**src/rtl/alu_result_buffer.sv**
```systemverilog
`timescale 1ns/1ps
// Writeback buffer for the ALU: updates architectural HI/LO on accept and queues
// each legal result in a first-word-fall-through FIFO; illegal opcodes raise a sticky flag.
module alu_result_buffer #(
  parameter int DEPTH = 4,
  parameter int WIDTH = 32
) (
  input  logic                       clock,
  input  logic                       reset_n,
  input  logic                       in_valid,
  output logic                       in_ready,
  input  logic [3:0]                 in_aluop,
  input  logic [WIDTH-1:0]           in_res_high,
  input  logic [WIDTH-1:0]           in_res_low,
  output logic                       out_valid,
  input  logic                       out_ready,
  output logic [3:0]                 out_aluop,
  output logic [WIDTH-1:0]           out_high,
  output logic [WIDTH-1:0]           out_low,
  output logic [WIDTH-1:0]           hi_reg,
  output logic [WIDTH-1:0]           lo_reg,
  output logic [$clog2(DEPTH):0]     count,
  output logic                       illegal_op,
  input  logic                       clear_err
);

  localparam int AW = $clog2(DEPTH);
  localparam int CW = AW + 1;
  localparam int EW = 4 + 2 * WIDTH;
  localparam logic [CW-1:0] FULL_C = CW'(DEPTH);

  // Bit 1: opcode writes HI, bit 0: opcode writes LO; zero means illegal.
  function automatic logic [1:0] op_class(input logic [3:0] op);
    logic [1:0] cls;
    case (op)
      4'd0, 4'd1, 4'd4, 4'd5, 4'd6, 4'd9, 4'd10, 4'd11: cls = 2'b11;
      4'd12:                                             cls = 2'b01;
      default:                                           cls = 2'b00;
    endcase
    return cls;
  endfunction

  logic [EW-1:0]    mem_q [DEPTH];
  logic [AW-1:0]    wr_ptr_q, wr_ptr_d;
  logic [AW-1:0]    rd_ptr_q, rd_ptr_d;
  logic [CW-1:0]    count_q, count_d;
  logic [WIDTH-1:0] hi_q, hi_d;
  logic [WIDTH-1:0] lo_q, lo_d;
  logic             err_q, err_d;
  logic             in_ready_q, in_ready_d;
  logic             out_valid_q, out_valid_d;
  logic [1:0]       cls_s;
  logic             accept_s;
  logic             push_s;
  logic             pop_s;

  // Handshake decode and next-state for pointers, occupancy, HI/LO and error flag.
  always_comb begin
    cls_s       = op_class(in_aluop);
    accept_s    = in_valid & in_ready_q;
    push_s      = accept_s & (cls_s != 2'b00);
    pop_s       = out_valid_q & out_ready;
    wr_ptr_d    = wr_ptr_q;
    rd_ptr_d    = rd_ptr_q;
    count_d     = count_q;
    hi_d        = hi_q;
    lo_d        = lo_q;
    err_d       = err_q;

    if (push_s) begin
      wr_ptr_d = wr_ptr_q + AW'(1);
    end else begin
      wr_ptr_d = wr_ptr_q;
    end

    if (pop_s) begin
      rd_ptr_d = rd_ptr_q + AW'(1);
    end else begin
      rd_ptr_d = rd_ptr_q;
    end

    case ({push_s, pop_s})
      2'b10:   count_d = count_q + CW'(1);
      2'b01:   count_d = count_q - CW'(1);
      default: count_d = count_q;
    endcase

    if (push_s && cls_s[1]) begin
      hi_d = in_res_high;
    end else begin
      hi_d = hi_q;
    end

    if (push_s && cls_s[0]) begin
      lo_d = in_res_low;
    end else begin
      lo_d = lo_q;
    end

    // Set wins over a coincident clear.
    if (accept_s && (cls_s == 2'b00)) begin
      err_d = 1'b1;
    end else if (clear_err) begin
      err_d = 1'b0;
    end else begin
      err_d = err_q;
    end

    in_ready_d  = (count_d != FULL_C);
    out_valid_d = (count_d != CW'(0));
  end

  // Control and architectural state with asynchronous reset.
  always_ff @(posedge clock or negedge reset_n) begin
    if (!reset_n) begin
      wr_ptr_q    <= '0;
      rd_ptr_q    <= '0;
      count_q     <= '0;
      hi_q        <= '0;
      lo_q        <= '0;
      err_q       <= 1'b0;
      in_ready_q  <= 1'b1;
      out_valid_q <= 1'b0;
    end else begin
      wr_ptr_q    <= wr_ptr_d;
      rd_ptr_q    <= rd_ptr_d;
      count_q     <= count_d;
      hi_q        <= hi_d;
      lo_q        <= lo_d;
      err_q       <= err_d;
      in_ready_q  <= in_ready_d;
      out_valid_q <= out_valid_d;
    end
  end

  // FIFO storage; contents are don't-care after reset, so no reset here.
  always_ff @(posedge clock) begin
    if (push_s) begin
      mem_q[wr_ptr_q] <= {in_aluop, in_res_high, in_res_low};
    end
  end

  assign {out_aluop, out_high, out_low} = mem_q[rd_ptr_q];
  assign in_ready   = in_ready_q;
  assign out_valid  = out_valid_q;
  assign hi_reg     = hi_q;
  assign lo_reg     = lo_q;
  assign count      = count_q;
  assign illegal_op = err_q;

endmodule
```
**config.mk**
```make
export PLATFORM = sky130hd
export DESIGN_NAME = alu_result_buffer
export DESIGN_NICKNAME = d
export VERILOG_FILES = /design/src/rtl/alu_result_buffer.sv
export SDC_FILE = /design/constraint.sdc
export NUM_CORES = 1
export LEC_CHECK = 0
export ABC_AREA = 1
export ABC_CLOCK_PERIOD_IN_PS = 5300
export CORE_MARGIN = 2
export CORE_UTILIZATION = 53
export DETAILED_ROUTE_END_ITERATION = 16
export GPL_TIMING_DRIVEN = 0
export PLACE_DENSITY = 0.76
export SYNTH_ARGS = -nofsm -noshare
export SYNTH_HDL_FRONTEND = slang
export SYNTH_SLANG_ARGS = --single-unit
```
**constraint.sdc**
```tcl
create_clock -name clock -period 5.3 [get_ports clock]
set_clock_uncertainty 0.15 [all_clocks]
set_input_delay 1.06 -clock clock [delete_from_list [all_inputs] [get_ports clock]]
set_output_delay 1.06 -clock clock [all_outputs]
set_load 0.01 [all_outputs]
```
==> results.txt, run 1 <==
----------------------------------------------------
[Status]
  Status ... complete, no violations

[Timing]
  Hold violation total from the final report ... 0
  Max Clk Rate ... 0.255 GHz
  Max-slew violation count ... 0
  Least-Margin Pin Slew ... 921 ps
  Share of the clock period used by the worst path after layout ... 0.741
  Total negative slack for setup checks ... 0 ps
  Setup violators final ... 0
  Slew HR ... 0.384
  Unrepaired setup endpoints after global routing ... false
  Final critical delay including setup and external delays ... 3930 ps

[Route]
  Number of design-rule violations left by the first detailed-router iteration ... 544
  Number of remaining DRC errors ... 0
  Vias per cell ... 5.65
  WL per Instance ... 20.6 um
  Final routed wirelength across all metal layers ... 33300 um
  Residual antenna-violating net count after detailed routing ... 0
  Number of iterations in the first detailed-routing pass ... 5
  Vias post-DR ... 9125

[Yosys]
  Number of instances in the synthesized netlist ... 1007
  Sequential element share of the synthesized area ... 0.758
  Cell area after synthesis ... 13200 sq um
  Register bit count reported by yosys ... 346
  Synthesized Nets ... 1087
  Number of distinct library cells after synthesis ... 26
  Warnings, synthesis ... 0
  Mean instance size in the synthesized netlist ... 13.1 sq um

[Finish]
  Count of antenna diodes in the layout ... 0
  Relative area change from synthesis to final layout ... 29.9%
  Highest-count cells in the layout ignoring fill and taps ... 272 x edfxtp_1, 209 x clkdlybuf4s50_1, 147 x nand2_1
  Area taken by flip-flops and latches ... 10000 sq um
  Flip-flop count of the largest register, all copies and words added ... 272
  Count of nets after finishing ... 1345
  Most common library cell in the layout ignoring fill and taps ... edfxtp_1
  Design Area, Final ... 17200 sq um
  Ratio of cells with drive above 1 in the final layout ... 0.0945
  Final core utilization ... 0.704
  Area occupied by multi-input gates ... 2750 sq um
  Layout fillers ... 1670

[Min path]
  Class of the worst hold path ... reg -> reg
  Hold path cells ... 2
  Sink of the worst hold path ... hi_reg[23]
  Worst Min Path Start ... hi_reg[23]

[Global routing]
  Vias in the first global route ... 9445
  Maximum number of pins on one net before global-route repair ... 46
  Initial antenna violation count ... 1
  First-pass GRT wire length ... 50800 um
  GRT Total Usage ... 0.253
  Remaining Overflow, GRT ... 0

[Placement]
  Placed instance area ... 16000 sq um
  Global placement routability congestion ... 0.786
  Count of input and output buffers ... 210
  Half-perimeter wire length of the detailed placement result ... 21500 um

[Floorplanning]
  Site row count ... 57
  Chip width ... 162 um
  Height of the die ... 162 um
  Effective utilization at floorplan ... 0.542
  Total I/O pin count ... 211
  CORE AREA ... 24400 sq um
  Die outline area ... 26200 sq um

[CTS]
  Clock tree from TritonCTS ... built
  Count of instances resized after the clock tree is built ... 0
  # hold bufs at CTS ... 0
  Clock input transition at the sequential cells of the worst setup and hold paths ... 60 ps
  Number of buffers on the longest clock path ... 3
  Root Driver ... clkbuf_16
  Setup repair bufs after CTS ... 0
  Worst-skew pair later-pin latency ... 500 ps
  Inserted Clock Buffers ... 36
  H-tree depth reported by CTS ... 2
  TritonCTS sink count ... 346

[Setup path]
  Start of the worst register-to-register path ... in_ready
  Arrival time worst endpoint ... 2720 ps
  Crit Path Class ... reg -> out
  Destination of the worst register-to-register timing path ... mem_q[2][44]
  Worst Setup End Kind ... output port
  Worst reg2reg setup slack ... 2290 ps
  Startpoint class of the critical path ... flop
  Worst-path maximum fanout ... 10
  Register-to-Register Path Depth ... 5
  Critical path data required time ... 4090 ps

[Pwr]
  Clock network fraction of design power ... 0.254
  Internal power ... 6.56 mW
  Maximum ir drop on the vdd rail ... 0.000296 V
  Switching power ... 3.22 mW
  Comb power frac ... 0.378
  Sum of internal, switching and leakage power ... 9.78 mW
  Power share of the sequential group ... 0.368
  Fraction of power spent switching nets ... 0.329
  Power density relative to cell area ... 570 nW/um^2
  Leak ... 6.33 nW

[Flow run]
  Number of max-cap violations ... 0

----------------------------------------------------
metal layers:
layer / track usage / share of wire / vias to the layer above
met5: 0 / 0.00039 / -
met4: 0.0805 / 0.027 / 2
met3: 0.0557 / 0.091 / 65
met2: 0.426 / 0.49 / 448
met1: 0.330 / 0.40 / 4476
li1: - / - / 4134
synth_stat cells:
| master | n | area share |
|---|---|---|
| edfxtp_1 | 272 | 0.62 |
| nand2_1 | 147 | 0.042 |
| nor2_1 | 143 | 0.041 |
| o21ai_0 | 105 | 0.040 |
| dfrtp_1 | 73 | 0.14 |
| o22ai_1 | 69 | 0.033 |
| o21ai_1 | 63 | 0.024 |
| nand3_1 | 35 | 0.013 |
| clkbuf_1 | 20 | 0.0057 |
| buf_6 | 17 | 0.014 |
| inv_1 | 16 | 0.0045 |
| buf_2 | 15 | 0.0057 |
| ha_1 | 6 | 0.0057 |
| buf_4 | 5 | 0.0028 |
| clkbuf_2 | 5 | 0.0019 |
| inv_2 | 3 | 0.00085 |
| nand2_2 | 3 | 0.0014 |
| xor2_1 | 2 | 0.0013 |
| dfstp_2 | 1 | 0.0020 |
| fa_1 | 1 | 0.0015 |
| nand2_4 | 1 | 0.00085 |
| nand3_2 | 1 | 0.00076 |
| nor2_2 | 1 | 0.00047 |
| nor2_4 | 1 | 0.00085 |
| or2_2 | 1 | 0.00047 |
| xnor2_1 | 1 | 0.00066 |
how the worst max path moves through the flow:
stage,startpoint,cells after the start,slack [ps],endpoint
floorplan,in_aluop[1],7,-200,mem_q[0][0]
global placement,in_aluop[1],8,-3180,mem_q[3][23]
detailed placement,in_aluop[1],9,920,mem_q[2][41]
CTS,rd_ptr_q[1],6,1370,out_high[15]
global route,in_aluop[1],15,1260,out_valid
finish,rd_ptr_q[1],6,1370,out_high[15]
area by class of cell:
type / count / area share
clock inverters: 14 / 0.00875
flip-flops and latches: 346 / 0.584
repair buffers: 220 / 0.136
multi-input cells: 580 / 0.160
well taps: 324 / 0.0236
inverters: 19 / 0.00415
plain buffers: 62 / 0.0235
clock buffers: 50 / 0.0597
power groups by stage:
| stage | combinational [mW] | sequential, mW | clock, mW |
|---|---|---|---|
| 2_1_floorplan | 1.67 | 3.72 | 0 |
| 3_3_place_gp | 3.55 | 3.69 | 0 |
| 3_5_place_dp | 3.69 | 3.65 | 0 |
| 4_1_cts | 3.72 | 3.60 | 2.51 |
| 5_1_grt | 3.99 | 3.64 | 2.62 |
| 6_report | 3.70 | 3.60 | 2.48 |
per-stage QoR:
step                      worst slack [ps]  hold WS (ps)  cells
after floorplan                       -203           342   1007
final                                 1370           315   1615
after detailed placement               921           307   1551
after CTS                             1370           322   1615
after global routing                  1260           345   1615
after global placement               -3180           303   1541
logic make-up (layout without fill, tap and decap cells):
family                     after synthesis  in the layout  synth area share
AOI/OAI and AO/OA                      237            237            0.0963
xor gates and xnor gates                 3              3           0.00199
adders and majority gates                7              7           0.00719
buffers and inverters                   81            365            0.0360
DFF                                    346            346             0.758
and+or+nand+nor                        333            333             0.100
critical path: stages (launching register included):
cell	delay [ps]
dfrtp_1	540
inv_2	200
clkbuf_2	280
buf_2	290
o21ai_1	110
o22ai_1	200
clkdlybuf4s50_1	580
(Power assumes the default switching activity.)
==> run 2: changes to the inputs <==
--- a/config.mk
+++ b/config.mk
@@ -6,12 +6,12 @@
 export NUM_CORES = 1
 export LEC_CHECK = 0
 export ABC_AREA = 1
-export ABC_CLOCK_PERIOD_IN_PS = 5300
+export ABC_CLOCK_PERIOD_IN_PS = 3200
 export CORE_MARGIN = 2
-export CORE_UTILIZATION = 53
+export CORE_UTILIZATION = 48
 export DETAILED_ROUTE_END_ITERATION = 16
 export GPL_TIMING_DRIVEN = 0
-export PLACE_DENSITY = 0.76
+export PLACE_DENSITY = 0.73
 export SYNTH_ARGS = -nofsm -noshare
 export SYNTH_HDL_FRONTEND = slang
 export SYNTH_SLANG_ARGS = --single-unit
==> constraint.sdc (replaced) <==
create_clock -name clock -period 3.2 [get_ports clock]
set_clock_uncertainty 0.15 [all_clocks]
set_input_delay 0.64 -clock clock [delete_from_list [all_inputs] [get_ports clock]]
set_output_delay 0.64 -clock clock [all_outputs]
set_load 0.01 [all_outputs]
==> run 2 against run 1 <==
Against the previous run: hold slack got worse by 4.8 ps; highest routed layer unchanged; clock power rose by 66%; final area rose by 0.47%; core utilization fell by 6.6 points; non-clock buffer count rose by 2; clock-buffer cell count rose by 6; sequential cell count did not move; routed wire length rose by 0.40%; power rose by 63%; register-to-register slack got worse by 1900 ps; largest power group is now registers; sequential share of layout area fell by 0.26 points; sequential power rose by 65%.
==> results.txt, run 2 (synthesis results as in run 1) <==
----------------------------------------------------
[Setup path]
  Startpoint class of the critical path ... flop
  Worst-path maximum fanout ... 10
  Most prevalent standard cell on the critical path ... buf_6
  Crit Path Class ... reg -> out
  Delay of the slowest cell on the worst path ... 560 ps
  Critical path data required time ... 2410 ps
  Worst Setup End Kind ... output port
  Series of cell instances along the critical path ... buf_6 > inv_2 > buf_8 > buf_6 > nor2_1 > o22ai_1 > clkdlybuf4s50_1
  Cell with the largest stage delay on the worst path ... clkdlybuf4s50_1
  Arrival time worst endpoint ... 2330 ps

[Floorplanning]
  CORE AREA ... 27000 sq um
  Total I/O pin count ... 211
  Effective utilization at floorplan ... 0.489
  Chip width ... 170 um
  Die outline area ... 28900 sq um
  Site row count ... 60
  Height of the die ... 170 um

[Timing]
  Hold violation total from the final report ... 0
  Unrepaired setup endpoints after global routing ... false
  Setup slack after layout ... 75.2 ps
  Final critical delay including setup and external delays ... 3120 ps
  Least-Margin Pin Slew ... 713 ps
  Share of the clock period used by the worst path after layout ... 0.977
  Total negative slack for setup checks ... 0 ps
  Hold_ws ... 310 ps
  Max-slew violation count ... 0
  Setup violators final ... 0
  Slew HR ... 0.524
  Max Clk Rate ... 0.320 GHz

[Finish]
  Relative area change from synthesis to final layout ... 30.5%
  Ratio of cells with drive above 1 in the final layout ... 0.106
  Count of nets after finishing ... 1349
  Flip-flop count of the largest register, all copies and words added ... 272
  Most common library cell in the layout ignoring fill and taps ... edfxtp_1
  Highest-count cells in the layout ignoring fill and taps ... 272 x edfxtp_1, 146 x nand2_1, 140 x clkdlybuf4s50_1
  Final core utilization ... 0.638

[Global routing]
  Remaining Overflow, GRT ... 0
  First-pass GRT wire length ... 51200 um
  GRT Total Usage ... 0.233
  Initial antenna violation count ... 3
  Vias in the first global route ... 9211
  Maximum number of pins on one net before global-route repair ... 39

[Placement]
  Count of input and output buffers ... 210
  Half-perimeter wire length of the detailed placement result ... 21600 um
  Setup slack after placement ... -616 ps
  Global placement routability congestion ... 0.742

[Route]
  Vias post-DR ... 8973
  Residual antenna-violating net count after detailed routing ... 0
  Number of iterations in the first detailed-routing pass ... 5
  WL per Instance ... 20.4 um
  Vias per cell ... 5.47
  Final routed wirelength across all metal layers ... 33400 um
  Number of remaining DRC errors ... 0
  Number of design-rule violations left by the first detailed-router iteration ... 790

[Pwr]
  Maximum ir drop on the vdd rail ... 0.000555 V
  Fraction of power spent switching nets ... 0.336
  Switching power ... 5.34 mW
  Power share of the sequential group ... 0.375
  Comb power frac ... 0.366
  Internal power ... 10.6 mW
  Clock network fraction of design power ... 0.260
  Leak ... 6.57 nW
  Power density relative to cell area ... 921 nW/um^2

[CTS]
  TritonCTS sink count ... 346
  Inserted Clock Buffers ... 37
  Number of buffers on the longest clock path ... 3
  Clock input transition at the sequential cells of the worst setup and hold paths ... 60 ps
  Root Driver ... clkbuf_16
  Clock tree from TritonCTS ... built
  Worst-skew pair later-pin latency ... 520 ps
  H-tree depth reported by CTS ... 2

[Min path]
  Class of the worst hold path ... in -> reg

[Status]
  Status ... complete, no violations

[Flow run]
  Number of max-cap violations ... 0

----------------------------------------------------
[run 2: cell types whose count changed in the layout (fill, tap and decap cells not counted), sizes merged, moves of 3 or more]
| cell | previous run | this run |
|---|---|---|
| diode | 0 | 3 |
| clkinv | 9 | 6 |
| dlygate4sd2 | 0 | 59 |
| clkdlybuf4s50 | 209 | 140 |
| clkbuf | 75 | 81 |
| dlymetal6s2s | 0 | 10 |
[run 2: layout make-up]
class                   instances  area, sq um
fillers                      2057         9780
clock inverters                10          101
flip-flops and latches        346        10000
clock buffers                  56         1080
plain buffers                  62          445
inverters                      19         71.3
diodes                          3         7.51
multi-input cells             581         2800
well taps                     341          427
repair buffers                222         2290
[run 2: per-stage QoR]
| step | total power, mW | cells | area, sq um |
|---|---|---|---|
| 3_3_place_gp | 12.0 | 1558 | 15800 |
| 3_5_place_dp | 12.2 | 1568 | 16000 |
| 4_1_cts | 16.0 | 1637 | 17200 |
| 5_1_grt | 16.7 | 1638 | 17200 |
| 2_1_floorplan | 8.92 | 1007 | 13300 |
| 6_report | 15.9 | 1640 | 17200 |
[run 2: worst max-delay path, delay by kind of cell, from the launching register on]
family	cells	cell delay [ps]
AO/OA/AOI/OAI	1	150
buffers and inverters	5	1160
flip-flops	1	450
AND/OR/NAND/NOR	1	50
[run 2: metal layers]
| metal | share of wire | vias to the layer above | GRT usage |
|---|---|---|---|
| met5 | 0.00039 | - | 0 |
| met4 | 0.020 | 2 | 0.0721 |
| met3 | 0.078 | 48 | 0.0547 |
| met2 | 0.49 | 345 | 0.393 |
| met1 | 0.41 | 4431 | 0.302 |
| li1 | - | 4147 | - |
[run 2: what timing repair did]
action	4_1_cts	5_1_grt
hold endpoints to repair	36	0
cloned	1	0
pin swaps	1	0
resized for setup	82	15
hold buffers	1	0
buffers inserted	1	0
setup endpoints to repair	169	65
[run 2: power groups by stage]
| stage | Sequential [mW] | Combinational (mW) | Clock, mW |
|---|---|---|---|
| 4_1_cts | 5.95 | 5.88 | 4.18 |
| 3_3_place_gp | 6.04 | 5.93 | 0 |
| 2_1_floorplan | 6.12 | 2.79 | 0 |
| 3_5_place_dp | 6.03 | 6.13 | 0 |
| 5_1_grt | 6.02 | 6.31 | 4.37 |
| 6_report | 5.95 | 5.81 | 4.12 |
[run 2: path summary, 6_finish.rpt]
path | from | end | slack, ps | cells after the start
min in group asynchronous | reset_n | hi_reg[15] | 500 | 2
hold reg to reg | hi_reg[4] | hi_reg[4] | 320 | 2
setup / recovery | rd_ptr_q[0] | out_low[13] | 80 | 7
hold / removal | in_aluop[0] | mem_q[2][64] | 310 | 1
max in group asynchronous | reset_n | in_ready | 1730 | 3
setup reg to reg | in_ready | mem_q[0][38] | 410 | 5
==> run 3: changes to the inputs <==
--- a/config.mk
+++ b/config.mk
@@ -10,6 +10,7 @@
 export CORE_MARGIN = 2
 export CORE_UTILIZATION = 48
 export DETAILED_ROUTE_END_ITERATION = 16
+export GPL_ROUTABILITY_DRIVEN = 0
 export GPL_TIMING_DRIVEN = 0
 export PLACE_DENSITY = 0.73
 export SYNTH_ARGS = -nofsm -noshare
==> results of run 3 <==
Final layout, timing and power as in run 2 (identical DEF).
